File: src/rtl/stream_minmax_if.sv
// stream_minmax_if: sample-in / result-out valid-ready bundle for stream_minmax.
interface stream_minmax_if #(
  parameter int DATA_WIDTH  = 8,
  parameter int COUNT_WIDTH = 16
);
  logic                   in_valid;
  logic                   in_ready;
  logic [DATA_WIDTH-1:0]  in_data;
  logic                   in_last;
  logic                   out_valid;
  logic                   out_ready;
  logic [DATA_WIDTH-1:0]  out_min;
  logic [DATA_WIDTH-1:0]  out_max;
  logic [COUNT_WIDTH-1:0] out_count;
  modport slave (
    input  in_valid, in_data, in_last, out_ready,
    output in_ready, out_valid, out_min, out_max, out_count
  );
  modport master (
    output in_valid, in_data, in_last, out_ready,
    input  in_ready, out_valid, out_min, out_max, out_count
  );
endinterface

File: src/rtl/stream_minmax.sv
// stream_minmax: per-frame min/max/saturating count over a valid/ready sample stream.
module stream_minmax #(
  parameter int DATA_WIDTH  = 8,
  parameter bit IS_SIGNED   = 1'b0,
  parameter int COUNT_WIDTH = 16
) (
  input logic             clk,
  input logic             rst,
  stream_minmax_if.slave  bus_io
);
  typedef enum logic {ACC, HOLD} state_t;
  state_t                 state_q, state_d;
  logic                   first_q, first_d;
  logic                   valid_q, valid_d;
  logic [DATA_WIDTH-1:0]  min_q, min_d, max_q, max_d;
  logic [COUNT_WIDTH-1:0] cnt_q, cnt_d;
  logic                   accept, fire;
  // Signed ordering: differing MSBs decide directly, otherwise unsigned compare.
  function automatic logic lt(input logic [DATA_WIDTH-1:0] a, input logic [DATA_WIDTH-1:0] b);
    return (IS_SIGNED && (a[DATA_WIDTH-1] != b[DATA_WIDTH-1])) ? a[DATA_WIDTH-1] : (a < b);
  endfunction
  assign bus_io.in_ready  = (state_q == ACC) & ~rst;
  assign bus_io.out_valid = valid_q;
  assign bus_io.out_min   = min_q;
  assign bus_io.out_max   = max_q;
  assign bus_io.out_count = cnt_q;
  assign accept = bus_io.in_valid & bus_io.in_ready;
  assign fire   = valid_q & bus_io.out_ready;
  always_comb begin
    min_d   = accept && (first_q || lt(bus_io.in_data, min_q)) ? bus_io.in_data : min_q;
    max_d   = accept && (first_q || lt(max_q, bus_io.in_data)) ? bus_io.in_data : max_q;
    cnt_d   = !accept ? cnt_q : first_q ? COUNT_WIDTH'(1) : (&cnt_q) ? cnt_q : cnt_q + COUNT_WIDTH'(1);
    first_d = accept ? bus_io.in_last : first_q;
    state_d = (accept && bus_io.in_last) ? HOLD : fire ? ACC : state_q;
    valid_d = (state_d == HOLD);
  end
  always_ff @(posedge clk or posedge rst) begin
    if (rst) begin
      state_q <= ACC;
      first_q <= 1'b1;
      valid_q <= 1'b0;
      min_q   <= '0;
      max_q   <= '0;
      cnt_q   <= '0;
    end else begin
      state_q <= state_d;
      first_q <= first_d;
      valid_q <= valid_d;
      min_q   <= min_d;
      max_q   <= max_d;
      cnt_q   <= cnt_d;
    end
  end
endmodule

File: src/flat_wrapper.sv
// flat-port wrapper written by rule: the top's interface ports become plain ports
module stream_minmax_flat 
#(
  parameter int DATA_WIDTH  = 8,
  parameter bit IS_SIGNED   = 1'b0,
  parameter int COUNT_WIDTH = 16
)
  (clk, rst, bus_io_in_valid, bus_io_in_data, bus_io_in_last, bus_io_out_ready, bus_io_in_ready, bus_io_out_valid, bus_io_out_min, bus_io_out_max, bus_io_out_count);
  stream_minmax_if #(.DATA_WIDTH(DATA_WIDTH), .COUNT_WIDTH(COUNT_WIDTH)) bus_io_i ();
  input logic clk;
  input logic rst;
  input wire logic [$bits(bus_io_i.in_valid)-1:0] bus_io_in_valid;
  input wire logic [$bits(bus_io_i.in_data)-1:0] bus_io_in_data;
  input wire logic [$bits(bus_io_i.in_last)-1:0] bus_io_in_last;
  input wire logic [$bits(bus_io_i.out_ready)-1:0] bus_io_out_ready;
  output wire logic [$bits(bus_io_i.in_ready)-1:0] bus_io_in_ready;
  output wire logic [$bits(bus_io_i.out_valid)-1:0] bus_io_out_valid;
  output wire logic [$bits(bus_io_i.out_min)-1:0] bus_io_out_min;
  output wire logic [$bits(bus_io_i.out_max)-1:0] bus_io_out_max;
  output wire logic [$bits(bus_io_i.out_count)-1:0] bus_io_out_count;
  assign bus_io_i.in_valid = bus_io_in_valid;
  assign bus_io_i.in_data = bus_io_in_data;
  assign bus_io_i.in_last = bus_io_in_last;
  assign bus_io_i.out_ready = bus_io_out_ready;
  assign bus_io_in_ready = bus_io_i.in_ready;
  assign bus_io_out_valid = bus_io_i.out_valid;
  assign bus_io_out_min = bus_io_i.out_min;
  assign bus_io_out_max = bus_io_i.out_max;
  assign bus_io_out_count = bus_io_i.out_count;
  stream_minmax #(.DATA_WIDTH(DATA_WIDTH), .IS_SIGNED(IS_SIGNED), .COUNT_WIDTH(COUNT_WIDTH)) u_core (.clk(clk), .rst(rst), .bus_io(bus_io_i));
endmodule
File: config.mk
export PLATFORM = sky130hd
export DESIGN_NAME = stream_minmax_flat
export DESIGN_NICKNAME = d
export VERILOG_FILES = /design/src/rtl/stream_minmax_if.sv /design/src/rtl/stream_minmax.sv /design/src/flat_wrapper.sv
export SDC_FILE = /design/constraint.sdc
export NUM_CORES = 1
export LEC_CHECK = 0
export ABC_CLOCK_PERIOD_IN_PS = 2800
export BUFFER_PORTS_ARGS = -buffer_cell sky130_fd_sc_hd__buf_2
export CORE_MARGIN = 5
export CORE_UTILIZATION = 53
export CTS_BUF_LIST = sky130_fd_sc_hd__clkbuf_16
export DETAILED_ROUTE_END_ITERATION = 7
export PLACE_DENSITY = 0.79
export SLEW_MARGIN = 20
export SYNTH_ARGS = -nofsm -noshare
export SYNTH_HDL_FRONTEND = slang
export SYNTH_SLANG_ARGS = --single-unit
File: constraint.sdc
create_clock -name clk -period 2.8 [get_ports clk]
set_clock_uncertainty 0.1 [all_clocks]
set_input_delay 0.14 -clock clk [delete_from_list [all_inputs] [get_ports clk]]
set_output_delay 0.14 -clock clk [all_outputs]
set_load 0.1 [all_outputs]
# Yosys cells after proc, flatten, opt, wreduce, memory -nomap -nowiden
# Index checks and enable logic that the tools add are counted.
dict set report word_totals {
  regBits 34
  latchBits 0
  ram_bits 0
  rom_bits 0
  input_bits 13
  wordCells 26
  mem_count 0
}
dict set report classes {
  add_sub_neg 1
  mul 0
  n_div 0
  magnitude_cmp 2
  n_eq_ne 1
  shifts 0
  mux 4
  n_bitwise 5
  n_reduce_logical 8
}
# cell count
set op_table {}
lappend op_table {{$mux 16} 2}
lappend op_table {{$add 16x1->16 const B} 1}
lappend op_table {{$lt 8x8->1} 2}
lappend op_table {{$reduce_and 16->1} 1}
lappend op_table {{$and 1x1->1} 3}
lappend op_table {{$logic_and 1x1->1} 3}
lappend op_table {{$logic_or 1x1->1} 2}
lappend op_table {{$mux 1} 2}
lappend op_table {{$ne 2x1->1 const B} 1}
lappend op_table {{$not 1->1} 2}
lappend op_table {{$reduce_and 2->1} 1}
lappend op_table {{$reduce_bool 2->1} 1}

# Longest topological paths before layout
# Gate-level depths: netlist (run 1).
dict set report depth {
  depth_word 5
  ltp_mapped 7
  ltp_nobuf 7
}

# Worst setup path after synthesis (run 1)
# Ideal clock, no wire load.
dict set report synth_timing {
  path_kind {flip-flop to flip-flop}
  startpoint {register u_core.min_q[1] (netlist: u_core.bus_io.out_min[1])}
  endpoint {register u_core.min_q[0] (netlist: u_core.bus_io.out_min[0])}
  setup_ns 0.126
  arrival_ns 2.486
  slack_ns 0.088
  path_stages_with_launch 7
  synth_period_minus_slack_ns 2.712
  path_cell_list {dfrtp_1 inv_1 ha_1 a2111oi_2 o31ai_1 a31oi_4 mux2_4}
}
dict set report synth_between {
  elab_chain_cells 3
}
# element line_no
set synth_lines {}
lappend synth_lines {{start: declaration} stream_minmax.sv:15} ;# logic [DATA_WIDTH-1:0] min_q, min_d, max_q, max_d;
lappend synth_lines {{start signal: assignment} stream_minmax.sv:49} ;# min_q <= min_d;
lappend synth_lines {{$lt 8x8->1} stream_minmax.sv:20} ;# return (IS_SIGNED && (a[DATA_WIDTH-1] != b[DATA_WIDTH-1])) ? a[DATA_WIDTH-1] : (a < b);
lappend synth_lines {{$logic_or 1x1->1} stream_minmax.sv:30} ;# min_d = accept && (first_q || lt(bus_io.in_data, min_q)) ? bus_io.in_data : min_q;
lappend synth_lines {{$logic_and 1x1->1} stream_minmax.sv:30}
# No other way between the ends.
# A chain may end at the register's enable or synchronous reset.

# Worst setup path in the final report (run 1)
dict set report layout_timing {
  startpoint {register u_core.max_q[1] (netlist: u_core.bus_io.out_max[1])}
  endpoint {register u_core.max_q[7] (netlist: u_core.bus_io.out_max[7])}
}
dict set report layout_between {
  elab_chain_cells 3
}
# element line_no
set layout_lines {}
lappend layout_lines {{start: declaration} stream_minmax.sv:15}
lappend layout_lines {{start signal: assignment} stream_minmax.sv:50} ;# max_q <= max_d;
lappend layout_lines {{$lt 8x8->1} stream_minmax.sv:20}
lappend layout_lines {{$logic_or 1x1->1} stream_minmax.sv:31} ;# max_d = accept && (first_q || lt(max_q, bus_io.in_data)) ? bus_io.in_data : max_q;
lappend layout_lines {{$logic_and 1x1->1} stream_minmax.sv:31}
# No other way between the ends.

==> results of run 1 <==
-- kinds of logic (layout without fill, tap and decap cells) --
| logic type | Yosys count | after routing | share of synthesized area [%] |
|---|---|---|---|
| compound gates | 37 | 37 | 13.48 |
| xor+xnor | 4 | 4 | 1.748 |
| fa+ha+maj | 15 | 15 | 9.363 |
| buf+inv | 27 | 81 | 5.431 |
| flops | 34 | 34 | 42.51 |
| mux | 18 | 18 | 9.738 |
| simple gates | 64 | 64 | 17.73 |
-- flip-flops by register name (all words and copies together), names as in the netlist --
name and cells:
u_core.state_q 1, u_core.bus_io.out_count 16, u_core.first_q 1, u_core.bus_io.out_max 8
u_core.bus_io.out_min 8
-- layer usage --
layer / part of all wire (%) / global-route usage, % / vias up
met3: 5.6 / 6.311 / 6
li1: - / - / 813
met4: 1.3 / 5.637 / 0
met2: 52 / 31.63 / 34
met5: 0 / 0 / -
met1: 41 / 19.63 / 792
-- final cells by class --
type                    instances  share of cell area (%)
well taps                      48                   2.445
clock inverters                 3                  0.4585
multi-input cells             138                   42.49
flip-flops and latches         34                   34.69
clock buffers                   5                   5.094
repair buffers                 52                   11.61
inverters                      21                   3.209
-- cells in the final DEF (no fill, tap or decap), types with 2 or more instances in the layout --
| master | instances |
|---|---|
| o22a_1 | 2 |
| nor3_1 | 6 |
| xnor2_1 | 4 |
| a21oi_1 | 8 |
| o21ai_0 | 12 |
| mux2i_1 | 9 |
| dfrtp_1 | 33 |
| nand2_1 | 17 |
| a21o_1 | 2 |
| clkinv_1 | 3 |
| clkbuf_16 | 5 |
| nor4_1 | 4 |
| a31oi_4 | 2 |
| buf_4 | 2 |
| o31ai_1 | 3 |
| inv_1 | 21 |
| ha_1 | 15 |
| nand3_1 | 7 |
| mux2_2 | 8 |
| nor4_2 | 2 |
| nor2_1 | 12 |
| nand2b_1 | 4 |
| dlygate4sd3_1 | 4 |
| buf_2 | 46 |
| o21a_1 | 2 |
-- path summary, 6_finish.rpt --
path,from,cells after the start,to
max,u_core.bus_io.out_max[1],5,u_core.bus_io.out_max[7]
min,bus_io_in_data[6],2,u_core.bus_io.out_max[6]
max reg2reg,u_core.bus_io.out_max[1],5,u_core.bus_io.out_max[7]
min reg2reg,u_core.bus_io.out_count[9],1,u_core.bus_io.out_count[9]
max in group asynchronous,rst,4,u_core.first_q
min in group asynchronous,rst,4,u_core.bus_io.out_count[15]
-- through the flow --
step	instance area [µm²]	worst slack [ns]
3_3_place_gp	2280	0.6368
2_1_floorplan	2004	0.08777
5_1_grt	2456	0.3967
3_5_place_dp	2280	0.5526
4_1_cts	2456	0.5472
6_report	2456	0.5608
-- repair_timing --
| action | in CTS | in global routing |
|---|---|---|
| setup buffers | 0 | 0 |
| hold buffers | 4 | 0 |
| endpoints found under the hold margin | 35 | 0 |
==> results.cfg, run 1 <==
[outcome]
outcome = completed

[setup_path]
timing_worst_setup_path_type = flop to flop
crit_family = compound AO/OA/AOI/OAI gates
path_cells = ha_1, a2111oi_0, o31ai_1, a31oi_4, mux2_2
slowest_delay_ns = 0.39
critPathLaunchType = flop
cp_slowest_cell = dfrtp_1
path_max_fanout = 8
r2r_slack_ns = 0.56
path_buf_inv = 0
end_kind = flop
arrival_ns = 2.30
worstPathRequired_ns = 2.86

[final_layout]
fin_nets = 280
nFillCells = 285
drive_gt1_share_pct = 28.46
antennaDiodeCount = 0
fin_util_pct = 67.09
seqCellArea_um2 = 852.1
multi_input_area_mm2 = 0.001044
area_growth_pct = 22.53
final_cells = 301

[timing]
finalHoldViolCount = 0
fin_hold_ws_ns = 0.03083
finalMaxSlewViolations = 0
finalSetupTns_ns = 0
finalCritPeriodShare_pct = 79.97
period_needed_ns = 2.239
worst_pin_slew_ns = 0.4920
setup_viol = 0
max_clock_freq_ghz = 0.4466
slew_headroom_pct = 67.43
rsz0062_at_grt = false

[logic_synthesis]
synth_area_leader_cell = dfrtp_1
syn_area_mm2 = 0.002004
syn_area_per_cell_um2 = 10.07
async_flop_share_pct = 100.0
ys_seq_elements = 34
synth.net_count = 227
yosysMostFrequentCell = dfrtp_1
seq_area_frac_synth_pct = 42.51
yosys.area.top_type_share_pct = 41.20
synthDistinctLibCells = 42
synth_edf_count = 0
syn-instance-count = 199
synthTopCellsByArea = dfrtp_1 41%, ha_1 9.4%, mux2i_1 4.5%
ys_warn_count = 0
synth-main-ff-cell = dfrtp_1
netlist_top_cells_count = 33 x dfrtp_1, 21 x inv_1, 17 x nand2_1

[placed_design]
dp_cells = 289
io_buffers = 46
dpl.hpwl_um = 3134
gp_congestion = 0.8074

[clocking]
ctsHtreeMaxLevel = 2
cts.sinks = 34
cts-root-buf = clkbuf_16
cts_max_path_buffers = 2
path_clk_slew_ns = 0.05
insertion_delay_ns = 0.28
cts_made_buffers = 5
cts_resized = 0
cts_tree = done

[floorplan]
core_area_mm2 = 0.003661
die_h_um = 71.50
dieArea_mm2 = 0.005112
die_x_um = 71.50
initial_utilization_pct = 54.75
rows = 22
pin_count = 47

[flow_run]
max_cap_viol_count = 0

[routing]
wl_per_cell_um = 13.94
drt_wl_total_um = 4197
vias_per_cell = 5.465
drtPass1Iterations = 4
vias = 1645
drc = 0
drt_iter0_drc = 89
ant_nets = 0

[grt]
grt_pass1_wl_um = 7320
antenna_found_initial = 0
grt_pass1_vias = 1691
grt_max_degree = 35
grt_usage_pct = 17.75
grt_overflow = 0

[hold_path]
min_path_type = primary input to flop
Power of run 1 is left out: the tool's default activity adds up to more than one toggle a clock period on the data nets, which glitch-free logic cannot reach.
==> run 2, diff against run 1 <==
- ABC_CLOCK_PERIOD_IN_PS: 2800 -> 1830
- CORE_UTILIZATION: 53 -> 48
- PLACE_DENSITY: 0.79 -> 0.75
- clock period: 2.8 -> 1.83 ns (I/O delays scaled with it)
==> run 2 against run 1 <==
Against the previous run:
- the flow now finishes with violations (setup timing)
- die area increased by 8.9%
- maximum frequency up 11%
- non-clock buffer count increased by 44
- worst setup slack worse by 0.74 ns
- critical path depth is 2 higher
- worst hold slack worse by 0.028 ns
- sequential share of layout area is 5.4 points lower
- largest cell class unchanged
==> results.cfg, run 2 (synthesized netlist as in run 1, its figures left out) <==
[timing]
finalCritPeriodShare_pct = 109.9
period_needed_ns = 2.011
max_clock_freq_ghz = 0.4972
setup_viol = 18
rsz0062_at_grt = true
slew_headroom_pct = 66.86
worst_pin_slew_ns = 0.5005
setup_ws_ns = -0.1811
finalMaxSlewViolations = 0
finalHoldViolCount = 0

[grt]
grt_pass1_wl_um = 9453
grt_usage_pct = 22.47
grt_max_degree = 35
grt_overflow = 0
grt_pass1_vias = 1974
antenna_found_initial = 0

[clocking]
cts_tree = done
ctsHtreeMaxLevel = 2
cts_made_buffers = 5
path_clk_slew_ns = 0.05
cts.sinks = 34
insertion_delay_ns = 0.28
cts-root-buf = clkbuf_16
cts_max_path_buffers = 2

[power]
finalPower_mw = 6.113
peakVddDrop_v = 0.001404
power.density_mw_per_mm2 = 1864
p_leak_nw = 1.469

[final_layout]
largest_reg_flops = 16
antennaDiodeCount = 0
fin_nets = 324
mostFrequentLayoutCell = buf_2
fin_util_pct = 81.40
drive_gt1_share_pct = 60.27
area_growth_pct = 63.61
mostFrequentLayoutCells = 46 x buf_2, 34 x buf_4, 27 x dfrtp_4

[setup_path]
path_buf_inv = 1
critPathLaunchType = flop
crit_family = compound AO/OA/AOI/OAI gates
worstPathRequired_ns = 1.88
path_max_fanout = 4
timing_worst_setup_path_type = flop to flop
r2r_start = u_core.bus_io.out_max[3]
arrival_ns = 2.07
slowest_delay_ns = 0.49
end_kind = flop
r2r-end = u_core.bus_io.out_max[5]
r2r_slack_ns = -0.18
cp_slowest_cell = dfrtp_4
path_cells = ha_4, o21a_1, nor2_1, o31ai_2, a31oi_4, buf_6, mux2_4
worstRegToRegCells = 7

[routing]
met1_length_um = 2246
drc = 0
wl_met3_um = 259
wl_per_cell_um = 16.76
wl_met2_um = 3184
ant_nets = 0
drt_iter0_drc = 89
top_layer = met4
drtPass1Iterations = 4
vias = 1899
drt_wl_total_um = 5816
vias_per_cell = 5.473

[floorplan]
initial_utilization_pct = 49.75
rows = 23
dieArea_mm2 = 0.005568
core_area_mm2 = 0.004029
die_x_um = 74.62
die_h_um = 74.62
pin_count = 47

[placed_design]
dpl.hpwl_um = 4022
io_buffers = 46
gp_congestion = 0.7928

[hold_path]
min_to = u_core.bus_io.out_max[6]
worstHoldStart = bus_io_in_data[6]
whs_path_depth = 2
min_path_type = primary input to flop

[outcome]
violations = setup timing
outcome = finished, violations left

[flow_run]
max_cap_viol_count = 0
## run 2: changes by cell type in the layout (fill, tap and decap cells not counted), moves of 5 or more
cell | before | now
dfrtp_1 | 33 | 0
mux2_2 | 8 | 0
buf_4 | 2 | 34
ha_1 | 15 | 7
dfrtp_4 | 0 | 27
mux2_4 | 1 | 9
o21ai_0 | 12 | 7
ha_4 | 0 | 8
buf_6 | 0 | 7
dfrtp_2 | 0 | 6
## run 2: how the worst max path moves through the flow
| stage | startpoint | endpoint | slack [ns] | depth (start not counted) |
|---|---|---|---|---|
| after floorplan | u_core.bus_io.out_min[1] | u_core.bus_io.out_min[0] | -0.33 | 6 |
| after CTS | u_core.bus_io.out_max[2] | u_core.bus_io.out_max[5] | -0.20 | 7 |
| final | u_core.bus_io.out_max[3] | u_core.bus_io.out_max[5] | -0.18 | 7 |
| after global placement | u_core.bus_io.out_max[2] | u_core.bus_io.out_max[3] | -0.18 | 7 |
| after global routing | u_core.bus_io.out_min[5] | u_core.bus_io.out_min[6] | -0.26 | 8 |
| after detailed placement | u_core.bus_io.out_max[2] | u_core.bus_io.out_max[5] | -0.21 | 7 |
## run 2: stage by stage
step / instance area, µm² / setup WS (ns) / hold slack (ns) / TNS, ns / std cells
2_1_floorplan: 2364 / -0.3303 / 0.08422 / -4.703 / 199
3_3_place_gp: 2863 / -0.1843 / 0.1520 / -2.036 / 321
3_5_place_dp: 2863 / -0.2079 / 0.1632 / -2.524 / 321
4_1_cts: 3154 / -0.1968 / 0.001149 / -2.498 / 339
5_1_grt: 3279 / -0.2628 / 0.01563 / -3.964 / 347
6_report: 3279 / -0.1811 / 0.002774 / -2.621 / 347
## run 2: timing repair
| item | CTS | global route |
|---|---|---|
| pin swaps | 2 | 10 |
| resized for setup | 11 | 19 |
| cloned | 0 | 0 |
| hold buffers | 9 | 0 |
| setup endpoints to repair | 18 | 29 |
| endpoints found under the hold margin | 40 | 0 |
| buffers inserted | 1 | 9 |
## run 2: final cells by class
cell class,instances,area [µm²]
Tap cell,50,62.56
Timing Repair Buffer,96,656.9
Sequential cell,34,960.9
Multi-Input combinational cell,138,1378
Clock inverter,3,12.51
Fill cell,228,749.5
Clock buffer,5,125.1
Inverter,21,83.83
## run 2: power breakdown
part           internal (mW)  total (mW)  switching, mW
combinational           1.14        3.92           2.78
sequential              1.15        1.41          0.252
clock                  0.491       0.789          0.298
## run 2: routing by layer
layer | vias to the layer above | GRT usage [%]
met5 | - | 0
met1 | 918 | 25.40
met2 | 59 | 42.24
met4 | 0 | 6.522
li1 | 908 | -
met3 | 14 | 4.806
(Power assumes the default switching activity.)
==> run 3, diff against run 2 <==
- BUFFER_PORTS_ARGS: -buffer_cell sky130_fd_sc_hd__buf_2 -> unset
- CAP_MARGIN: unset -> 40
- CORE_UTILIZATION: 48 -> 55
- DONT_BUFFER_PORTS: unset -> 1
- PLACE_DENSITY: 0.75 -> 0.73
==> run 3 against run 2 <==
Against the previous run:
- the run still ends with setup timing left
- sequential power barely moved
- sequential share of layout area is 0.43 points lower
- first-iteration DRC count increased by 35%
- worst hold slack better by 0.12 ns
- via count increased by 3.7%
- power rose by 3.5%
- routed wire length rose by 26%
- non-clock buffer count decreased by 21
- combinational power increased by 5.1%
- critical path type unchanged
- critical endpoint is now u_core.bus_io.out_max[0]
==> results.cfg, run 3 (synthesized netlist as in run 1, its figures left out) <==
[grt]
antenna_found_initial = 0
grt_usage_pct = 26.19
grt_max_degree = 17
grt_pass1_vias = 2103
grt_overflow = 0
grt_pass1_wl_um = 10070

[clocking]
cts-root-buf = clkbuf_16
cts.sinks = 34
cts_max_path_buffers = 2
ctsHtreeMaxLevel = 2
cts_made_buffers = 5
insertion_delay_ns = 0.28
path_clk_slew_ns = 0.05
cts_tree = done

[power]
p_sw_share_pct = 55.10
switching_power_mw = 3.485
internal-power_mw = 2.839
p_leak_nw = 1.403
seq_power_share_pct = 22.0
power.density_mw_per_mm2 = 1900
combPwrFrac_pct = 65.1
pwr-share-clk_pct = 12.9
peakVddDrop_v = 0.001989

[floorplan]
pin_count = 47
core_area_mm2 = 0.003606
initial_utilization_pct = 55.59
rows = 22
dieArea_mm2 = 0.004952
die_h_um = 70.37
die_x_um = 70.37

[timing]
setup_ws_ns = -0.3042
finalCritPeriodShare_pct = 116.6
finalSetupTns_ns = -4.007
finalMaxSlewViolations = 0
finalHoldViolCount = 0
period_needed_ns = 2.134
setup_viol = 20
rsz0062_at_grt = true
slew_headroom_pct = 64.80
worst_pin_slew_ns = 0.5274
max_clock_freq_ghz = 0.4686

[final_layout]
final_cells = 324
drive_gt1_share_pct = 60.14
largest_reg_flops = 16
mostFrequentLayoutCells = 56 x buf_4, 27 x dfrtp_4, 17 x inv_1
mostFrequentLayoutCell = buf_4
antennaDiodeCount = 0
area_growth_pct = 66.04
multi_input_area_mm2 = 0.001458
nFillCells = 116
seqCellArea_um2 = 960.9
fin_nets = 303

[placed_design]
gp_congestion = 0.8222
dpl.hpwl_um = 4079
pre_cts_slack_ns = -0.1798
io_buffers = 0
dp_cells = 293

[setup_path]
path_cells = ha_4, a21o_1, a21oi_2, o31ai_4, a31oi_4, buf_4, mux2_2
worstPathRequired_ns = 1.89
end_kind = flop
critPathLaunchType = flop
crit_family = compound AO/OA/AOI/OAI gates
path_max_fanout = 2
slowest_delay_ns = 0.48
timing_worst_setup_path_type = flop to flop
cp_slowest_cell = dfrtp_4
path_buf_inv = 1
arrival_ns = 2.20

[routing]
wl_per_cell_um = 22.54
drc = 0
drt_iter0_drc = 120
drt_wl_total_um = 7303
vias = 1970
ant_nets = 0
vias_per_cell = 6.080
drtPass1Iterations = 4

[hold_path]
min_path_type = primary input to flop

[outcome]
outcome = finished, violations left
violations = setup timing

[flow_run]
max_cap_viol_count = 0
[run 3: cell count changes in the layout (fill, tap and decap cells not counted), sizes merged]
cell / before / now
buf: 87 / 63
dlygate4sd3: 8 / 11
[run 3: final timing paths]
check / depth (start not counted) / slack [ns] / to / startpoint
setup / recovery: 7 / -0.30 / u_core.bus_io.out_max[0] / u_core.bus_io.out_max[5]
hold / removal: 2 / 0.13 / u_core.bus_io.out_max[5] / bus_io_in_data[5]
setup reg to reg: 7 / -0.30 / u_core.bus_io.out_max[0] / u_core.bus_io.out_max[5]
hold reg to reg: 1 / 0.50 / u_core.bus_io.out_count[10] / u_core.bus_io.out_count[10]
max in group asynchronous: 3 / 0.79 / u_core.first_q / rst
min in group asynchronous: 2 / 0.21 / u_core.bus_io.out_count[12] / rst
[run 3: cell type report]
class,count,area share (%)
multi-input combinational,138,43.80
sequential,34,28.87
timing repair buffer,75,18.95
inverter,21,2.444
clock buffer,5,3.759
clock inverter,3,0.3759
tap,48,1.805
[run 3: worst reg2reg max path, delay by kind of cell, from the launching register on]
kind,cells,cell delay [ns]
compound gates,4,0.69
fa+ha+maj,1,0.22
buf+inv,1,0.18
flops,1,0.48
mux,1,0.34
[run 3: power by group through the flow]
stage	registers (mW)	clock network [mW]	logic, mW
after floorplan	3.27	0	1.06
after global placement	1.36	0	3.62
after detailed placement	1.38	0	3.70
after CTS	1.38	0.816	3.79
after global routing	1.42	0.857	4.27
final	1.39	0.814	4.12
[run 3: timing repair]
| item | in CTS | in global routing |
|---|---|---|
| setup buffers | 4 | 8 |
| gates resized for setup | 7 | 34 |
| hold buffers | 13 | 0 |
| pin swaps | 1 | 10 |
| setup endpoints to repair | 19 | 27 |
| cloned | 0 | 0 |
| endpoints found under the hold margin | 29 | 0 |
[run 3: metrics by stage]
step                      util [%]  area, µm²  power [mW]  hold WS (ns)
after floorplan                  -       2364       4.331       0.08422
after global placement       77.45       2793       4.976      -0.06053
after detailed placement     77.45       2793       5.078      -0.05883
after CTS                    86.99       3137       5.980       0.03756
after global routing         92.30       3328       6.550        0.1299
final                        92.30       3328       6.325        0.1265
[run 3: per-layer routing]
metal  vias to the layer above  share of wire [%]  global-route usage, %  routed length (µm)
met1                       992                 36                  25.79                2649
met2                        89                 54                  49.79                3975
met5                         -                  0                      0                   0
met3                        28                5.3                  7.914                 389
li1                        861                  -                      -                   -
met4                         0                4.0                  10.85                 289
